--- config.mk ---
export PLATFORM = sky130hd
export DESIGN_NAME = fetch_ctrl
export DESIGN_NICKNAME = d
export VERILOG_FILES = /design/src/rtl/fetch_pkg.sv /design/src/rtl/fetch_inst_queue.sv /design/src/rtl/fetch_ctrl.sv
export SDC_FILE = /design/constraint.sdc
export NUM_CORES = 1
export LEC_CHECK = 0
export ABC_CLOCK_PERIOD_IN_PS = 7800
export BUFFER_PORTS_ARGS = -buffer_cell sky130_fd_sc_hd__buf_2
export CAP_MARGIN = 25
export CORE_ASPECT_RATIO = 1.2
export CORE_MARGIN = 8
export CORE_UTILIZATION = 45
export CTS_CLUSTER_SIZE = 24
export DETAILED_ROUTE_END_ITERATION = 10
export GPL_TIMING_DRIVEN = 0
export HOLD_SLACK_MARGIN = 0.02
export PLACE_DENSITY = 0.77
export SYNTH_ARGS = -nofsm -noshare
export SYNTH_HDL_FRONTEND = slang
export SYNTH_HIERARCHICAL = 1
export SYNTH_SLANG_ARGS = --single-unit
--- constraint.sdc ---
create_clock -name clk -period 7.8 [get_ports clk]
set_input_delay 0.78 -clock clk [delete_from_list [all_inputs] [get_ports clk]]
set_output_delay 0.78 -clock clk [all_outputs]
set_load 0.02 [all_outputs]
--- src/rtl/fetch_pkg.sv ---
// Shared types and constants for the dual-issue fetch sequencer.
package fetch_pkg;

  localparam int INST_W     = 32;
  localparam int ADDR_W     = 8;
  localparam int INST_BYTES = 4;

  typedef enum logic [1:0] {
    IDLE  = 2'd0,
    FETCH = 2'd1,
    HALT  = 2'd2
  } state_e;

  typedef struct packed {
    logic [ADDR_W-1:0] pc;
    logic [INST_W-1:0] inst;
  } q_entry_t;

endpackage

--- src/rtl/fetch_inst_queue.sv ---
// 4-entry in-order {pc,inst} FIFO with up to two pushes and two pops per cycle.
module inst_queue
  import fetch_pkg::*;
(
  input  logic       clk,
  input  logic       rst_n,
  input  logic       flush_i,
  input  logic [1:0] push_cnt_i,
  input  q_entry_t   push0_i,
  input  q_entry_t   push1_i,
  input  logic [1:0] pop_cnt_i,
  output q_entry_t   head0_o,
  output q_entry_t   head1_o,
  output logic [2:0] count_o
);

  q_entry_t   mem_q [4];
  logic [1:0] rd_q, rd_d;
  logic [1:0] wr_q, wr_d;
  logic [2:0] count_q, count_d;

  always_comb begin
    rd_d    = rd_q + pop_cnt_i;
    wr_d    = wr_q + push_cnt_i;
    count_d = count_q - {1'b0, pop_cnt_i} + {1'b0, push_cnt_i};
    if (flush_i) begin
      rd_d    = 2'd0;
      wr_d    = 2'd0;
      count_d = 3'd0;
    end
  end

  always_ff @(posedge clk or negedge rst_n) begin
    if (!rst_n) begin
      rd_q    <= 2'd0;
      wr_q    <= 2'd0;
      count_q <= 3'd0;
    end else begin
      rd_q    <= rd_d;
      wr_q    <= wr_d;
      count_q <= count_d;
    end
  end

  // Entries being popped this cycle may be overwritten: heads read pre-edge values.
  always_ff @(posedge clk) begin
    if (!flush_i) begin
      if (push_cnt_i != 2'd0) mem_q[wr_q] <= push0_i;
      if (push_cnt_i == 2'd2) mem_q[wr_q + 2'd1] <= push1_i;
    end
  end

  assign head0_o = mem_q[rd_q];
  assign head1_o = mem_q[rd_q + 2'd1];
  assign count_o = count_q;

endmodule

--- src/rtl/fetch_ctrl.sv ---
// Dual-issue fetch sequencer: PC, slot validation, redirect/flush priority.
//   state | meaning
//   IDLE  | after reset, waiting for start
//   FETCH | presenting PC to memory, pushing valid slots into the queue
//   HALT  | fetched past END_PC; queue drains, start/redirect resume
module fetch_ctrl
  import fetch_pkg::*;
#(
  parameter logic [ADDR_W-1:0] START_PC = 8'h00,
  parameter logic [ADDR_W-1:0] END_PC   = 8'h78,
  parameter int                QDEPTH   = 4
) (
  input  logic              clk,
  input  logic              rst_n,
  input  logic              start,
  output logic [ADDR_W-1:0] inst_address,
  input  logic [INST_W-1:0] mem_inst1,
  input  logic [INST_W-1:0] mem_inst2,
  input  logic              redirect_valid,
  input  logic [ADDR_W-1:0] redirect_pc,
  output logic              issue0_valid,
  output logic [INST_W-1:0] issue0_inst,
  output logic [ADDR_W-1:0] issue0_pc,
  output logic              issue1_valid,
  output logic [INST_W-1:0] issue1_inst,
  output logic [ADDR_W-1:0] issue1_pc,
  input  logic [1:0]        issue_accept,
  output logic              busy,
  output logic              halted
);

  localparam logic [8:0] END9   = {1'b0, END_PC};
  localparam logic [2:0] DEPTH3 = 3'(QDEPTH);

  state_e            state_q, state_d;
  logic [ADDR_W-1:0] pc_q, pc_d;

  logic              flush;
  logic [1:0]        push_cnt, pop_cnt;
  q_entry_t          push0, push1, head0, head1;
  logic [2:0]        count;

  logic [8:0]        pc9, pc_adv;
  logic              slot_a, slot_b;
  logic [1:0]        nslots, acc_lim, acc_eff;
  logic [2:0]        free_after;
  logic [ADDR_W-1:0] redir_tgt;
  logic              unused_redir_bits;

  assign unused_redir_bits = ^redirect_pc[1:0];
  assign redir_tgt         = {redirect_pc[7:2], 2'b00};

  assign pc9        = {1'b0, pc_q};
  assign slot_a     = (pc9 <= END9);
  assign slot_b     = ((pc9 + 9'd4) <= END9) && (pc_q != 8'hFC);
  assign nslots     = {1'b0, slot_a} + {1'b0, slot_b};
  assign pc_adv     = pc9 + {5'd0, nslots, 2'b00};
  assign acc_lim    = (issue_accept > 2'd2) ? 2'd2 : issue_accept;
  assign acc_eff    = ({1'b0, acc_lim} > count) ? count[1:0] : acc_lim;
  assign free_after = DEPTH3 - count + {1'b0, acc_eff};

  assign push0 = '{pc: pc_q,          inst: mem_inst1};
  assign push1 = '{pc: pc_q + 8'd4,   inst: mem_inst2};

  always_comb begin
    state_d  = state_q;
    pc_d     = pc_q;
    flush    = 1'b0;
    push_cnt = 2'd0;
    pop_cnt  = acc_eff;
    unique case (state_q)
      IDLE: begin
        if (start) begin
          state_d = FETCH;
          pc_d    = START_PC;
          flush   = 1'b1;
        end
      end
      FETCH: begin
        if (redirect_valid) begin
          pc_d  = redir_tgt;
          flush = 1'b1;
        end else if (nslots == 2'd0) begin
          state_d = HALT;
        end else if ({1'b0, nslots} <= free_after) begin
          push_cnt = nslots;
          // Past END_PC: keep PC on the last fetched address.
          if (pc_adv > END9) state_d = HALT;
          else               pc_d    = pc_adv[7:0];
        end
      end
      HALT: begin
        if (start) begin
          state_d = FETCH;
          pc_d    = START_PC;
          flush   = 1'b1;
        end else if (redirect_valid) begin
          state_d = FETCH;
          pc_d    = redir_tgt;
          flush   = 1'b1;
        end
      end
      default: state_d = IDLE;
    endcase
    if (flush) pop_cnt = 2'd0;
  end

  always_ff @(posedge clk or negedge rst_n) begin
    if (!rst_n) begin
      state_q <= IDLE;
      pc_q    <= START_PC;
    end else begin
      state_q <= state_d;
      pc_q    <= pc_d;
    end
  end

  always_ff @(posedge clk) begin
    if (rst_n && !flush) begin
      assert (!(issue_accept == 2'd2 && count == 3'd1));
    end
  end

  inst_queue u_queue (
    .clk       (clk),
    .rst_n     (rst_n),
    .flush_i   (flush),
    .push_cnt_i(push_cnt),
    .push0_i   (push0),
    .push1_i   (push1),
    .pop_cnt_i (pop_cnt),
    .head0_o   (head0),
    .head1_o   (head1),
    .count_o   (count)
  );

  assign inst_address = pc_q;
  assign issue0_valid = (count >= 3'd1);
  assign issue1_valid = (count >= 3'd2);
  assign issue0_inst  = issue0_valid ? head0.inst : '0;
  assign issue0_pc    = issue0_valid ? head0.pc   : '0;
  assign issue1_inst  = issue1_valid ? head1.inst : '0;
  assign issue1_pc    = issue1_valid ? head1.pc   : '0;
  assign busy         = (state_q == FETCH) || (count != 3'd0);
  assign halted       = (state_q == HALT);

endmodule

==> results.py <==
metrics = {
    "run_status": {
        "status": "finished clean",
    },
    "die": {
        "die_area_sq_um": 29670,
        "io_pins": 170,
        "core_sq_um": 23970,
        "fp.dieW_um": 158.6,
        "rows": 62,
        "die_h_um": 187.1,
        "start_util_pct": 45.79,
    },
    "routing": {
        "drc_errors": 0,
        "wirelength_um": 28450,
        "drtPass1Iterations": 4,
        "wl_met3_um": 1597,
        "routed-wl-met2_um": 15350,
        "via_per_inst": 5.530,
        "ant_nets": 0,
        "top_layer": "met5",
        "num_vias": 7112,
        "drt-met1-wl_um": 10880,
        "drt_iter0_drc": 489,
        "wl_per_cell_um": 22.12,
    },
    "grt": {
        "antenna_found_initial": 8,
        "first_global_vias": 7643,
        "grt_overflow_total": 0,
        "grt_max_degree": 22,
        "grt_usage_pct": 19.10,
        "grt_pass1_wl_um": 43090,
    },
    "critical_path": {
        "path_max_fanout": 10,
        "r2r_start": "u_queue/count_o[1]",
        "crit_type": "primary input to flip-flop",
        "reg2regPathDepth": 15,
        "critPathRequiredTime_ns": 7.93,
        "end_kind": "flip-flop",
        "start_kind": "primary input",
        "reg2reg_slack_ns": 2.50,
        "r2r-end": "u_queue/mem_q[3][15]",
        "crit_arrival_ns": 5.46,
    },
    "clock_network": {
        "cts_buffers": 17,
        "ctsRootBufferMaster": "clkbuf_16",
        "ctsHoldBuffers": 0,
        "path_clk_slew_ns": 0.07,
        "cts_tree": "yes",
        "clockBufferDepth": 2,
        "cts_resized": 0,
        "post_cts_buffers": 0,
        "clock-sinks": 175,
        "h-tree-depth": 4,
        "clk_latency_ns": 0.42,
    },
    "power": {
        "ir_drop_mv": 0.1589,
        "power_density_nw_per_um2": 365.7,
        "p_leak_nw": 4.952,
    },
    "place": {
        "dp_hpwl_um": 20620,
        "port_buffers": 165,
        "place_ws_ns": 2.055,
        "placed_cell_area_sq_um": 12470,
        "gp_congestion": 0.8141,
    },
    "sta": {
        "worstMarginPinSlew_ns": 1.097,
        "finalHoldViolations": 0,
        "hold_ws_ns": 0.2634,
        "post-route-min-period_ns": 5.327,
        "clock_skew_ns": 0.01096,
        "maxSlewViolCount": 0,
        "period_share_pct": 68.29,
        "relSlewSlack_pct": 26.52,
        "setup_violations": 0,
        "fmax_ghz": 0.1877,
        "rsz0062_at_grt": "no",
        "setup_ws_ns": 2.473,
    },
    "job": {
        "max_cap_violations": 0,
    },
    "logic_synthesis": {
        "ys_seq_elements": 175,
        "seq_area_frac_synth_pct": 47.19,
        "synth_area_sq_um": 10980,
        "synthDistinctLibCells": 55,
        "synthArstFlopShare_pct": 8.571,
        "synth_warnings": 6,
        "synth_edf_count": 160,
        "synthCells": 736,
        "synth_area_per_cell_sq_um": 14.91,
        "synthFlopType": "edfxtp_1",
    },
    "cells_and_area": {
        "fin_area_sq_um": 13070,
        "drive_above_1_share_pct": 51.51,
        "area_delta_synth_final_pct": 19.08,
        "layout.nets": 1052,
    },
    "min_path": {
        "hp-class": "primary input to asynchronous set/reset pin",
    },
}
per-layer routing:
layer | track usage, % | vias up
li1 | - | 3249
met1 | 21.92 | 3606
met2 | 34.61 | 220
met3 | 3.467 | 31
met4 | 6.504 | 6
met5 | 0 | -
through the flow:
step                      setup TNS, ns  instances  total power, W  util [%]
after floorplan                       0        753        0.003155         -
after global placement          -212.80       1238        0.003883     51.17
after detailed placement              0       1249        0.003971     52.01
after CTS                             0       1281        0.004824     54.48
after global routing                  0       1286        0.005038     54.53
final                                 0       1286        0.004781     54.53
synth_stat cells, types with 5 or more instances:
cell type  instances  area [sq um]
edfxtp_1         160          4805
mux2_2           156          1757
mux4_2            80          1802
nor2b_1           48         300.3
and2_1            40         250.2
inv_1             24         90.09
ha_1              22         275.3
nor2_1            17         63.81
buf_2             15         75.07
clkbuf_1          15         56.30
dfrtp_1           15         375.4
a21oi_1           14         70.07
buf_6             13         146.4
nand2_1           13         48.80
o21ai_0            9         45.04
xnor2_1            7         61.31
mux2_1             6         67.56
nand3_1            6         30.03
nor3_1             6         30.03
xor2_1             6         52.55
buf_4              5         37.54
how the worst max path moves through the flow:
stage               slack [ns]          startpoint                    to
global route              2.34  u_queue/count_o[1]  u_queue/mem_q[3][15]
floorplan                 0.68     issue_accept[1]   u_queue/mem_q[3][0]
CTS                       2.49     issue_accept[1]  u_queue/mem_q[3][18]
finish                    2.47     issue_accept[1]  u_queue/mem_q[3][15]
global placement         -2.34     issue_accept[1]  u_queue/mem_q[3][17]
detailed placement        2.06     issue_accept[1]  u_queue/mem_q[3][21]
critical path, stage by stage:
cell      delay (ns)
buf_2           0.11
clkbuf_1        0.09
ha_1            0.27
nor2b_1         0.13
o21ai_0         0.29
mux2_2          0.40
ha_1            0.20
fa_1            0.46
ha_1            0.22
or2_2           0.30
o221ai_2        0.25
and3_1          0.42
mux2i_1         0.19
nor3b_2         0.90
buf_6           0.27
buf_6           0.17
registers in the layout (all words and copies together), names as in the netlist:
signal           flops
u_queue/rd_q         2
state_q              2
u_queue/mem_q      160
u_queue/count_o      3
inst_address         6
u_queue/wr_q         2
layout make-up:
class	instances	area (sq um)
fill	1965	10900
tap	320	400.4
inverter	25	93.84
clock buffer	20	456.7
multi-input combinational	501	5469
buffer	52	330.3
sequential	175	5180
timing repair buffer	176	994.7
antenna	5	12.51
clock inverter	12	133.9
cell families after synthesis:
group / share of synthesized area (%)
AO/OA/AOI/OAI: 2.291
XOR/XNOR: 1.037
adder cells (fa/ha/maj): 3.237
buffers and inverters: 3.864
flip-flops: 47.19
multiplexers: 33.58
other: 0.03416
AND/OR/NAND/NOR: 8.766
cells in the final DEF, fill, tap and decap left out, drive strengths merged, types with 2 or more instances in the layout:
cell / Yosys / final
mux2i: 3 / 3
or3: 2 / 2
and3: 4 / 4
conb: 1 / 18
clkinv: 0 / 5
nor2: 17 / 17
bufinv: 0 / 2
a21boi: 2 / 2
and2b: 2 / 2
fa: 4 / 4
o32ai: 2 / 2
edfxtp: 160 / 160
or2: 4 / 4
mux2: 164 / 164
xor2: 6 / 6
o21ai: 9 / 9
ha: 22 / 22
nand3b: 3 / 3
diode: 0 / 5
clkinvlp: 0 / 2
nor4bb: 2 / 2
a32oi: 2 / 2
dfrtp: 15 / 15
xnor2: 7 / 7
a21oi: 14 / 14
nor3: 7 / 7
nor2b: 48 / 48
mux4: 80 / 80
and2: 40 / 40
nor3b: 4 / 4
buf: 37 / 213
clkbuf: 15 / 35
nand2b: 3 / 3
nand2: 13 / 13
inv: 25 / 28
nand3: 7 / 7
power by group:
group	switching [W]	internal, W	total, W
sequential	0.000109	0.00128	0.00139
clock	0.000360	0.000491	0.000852
combinational	0.00143	0.00111	0.00254
total	0.00190	0.00288	0.00478
No activity file was read; power rests on OpenSTA's default activity.
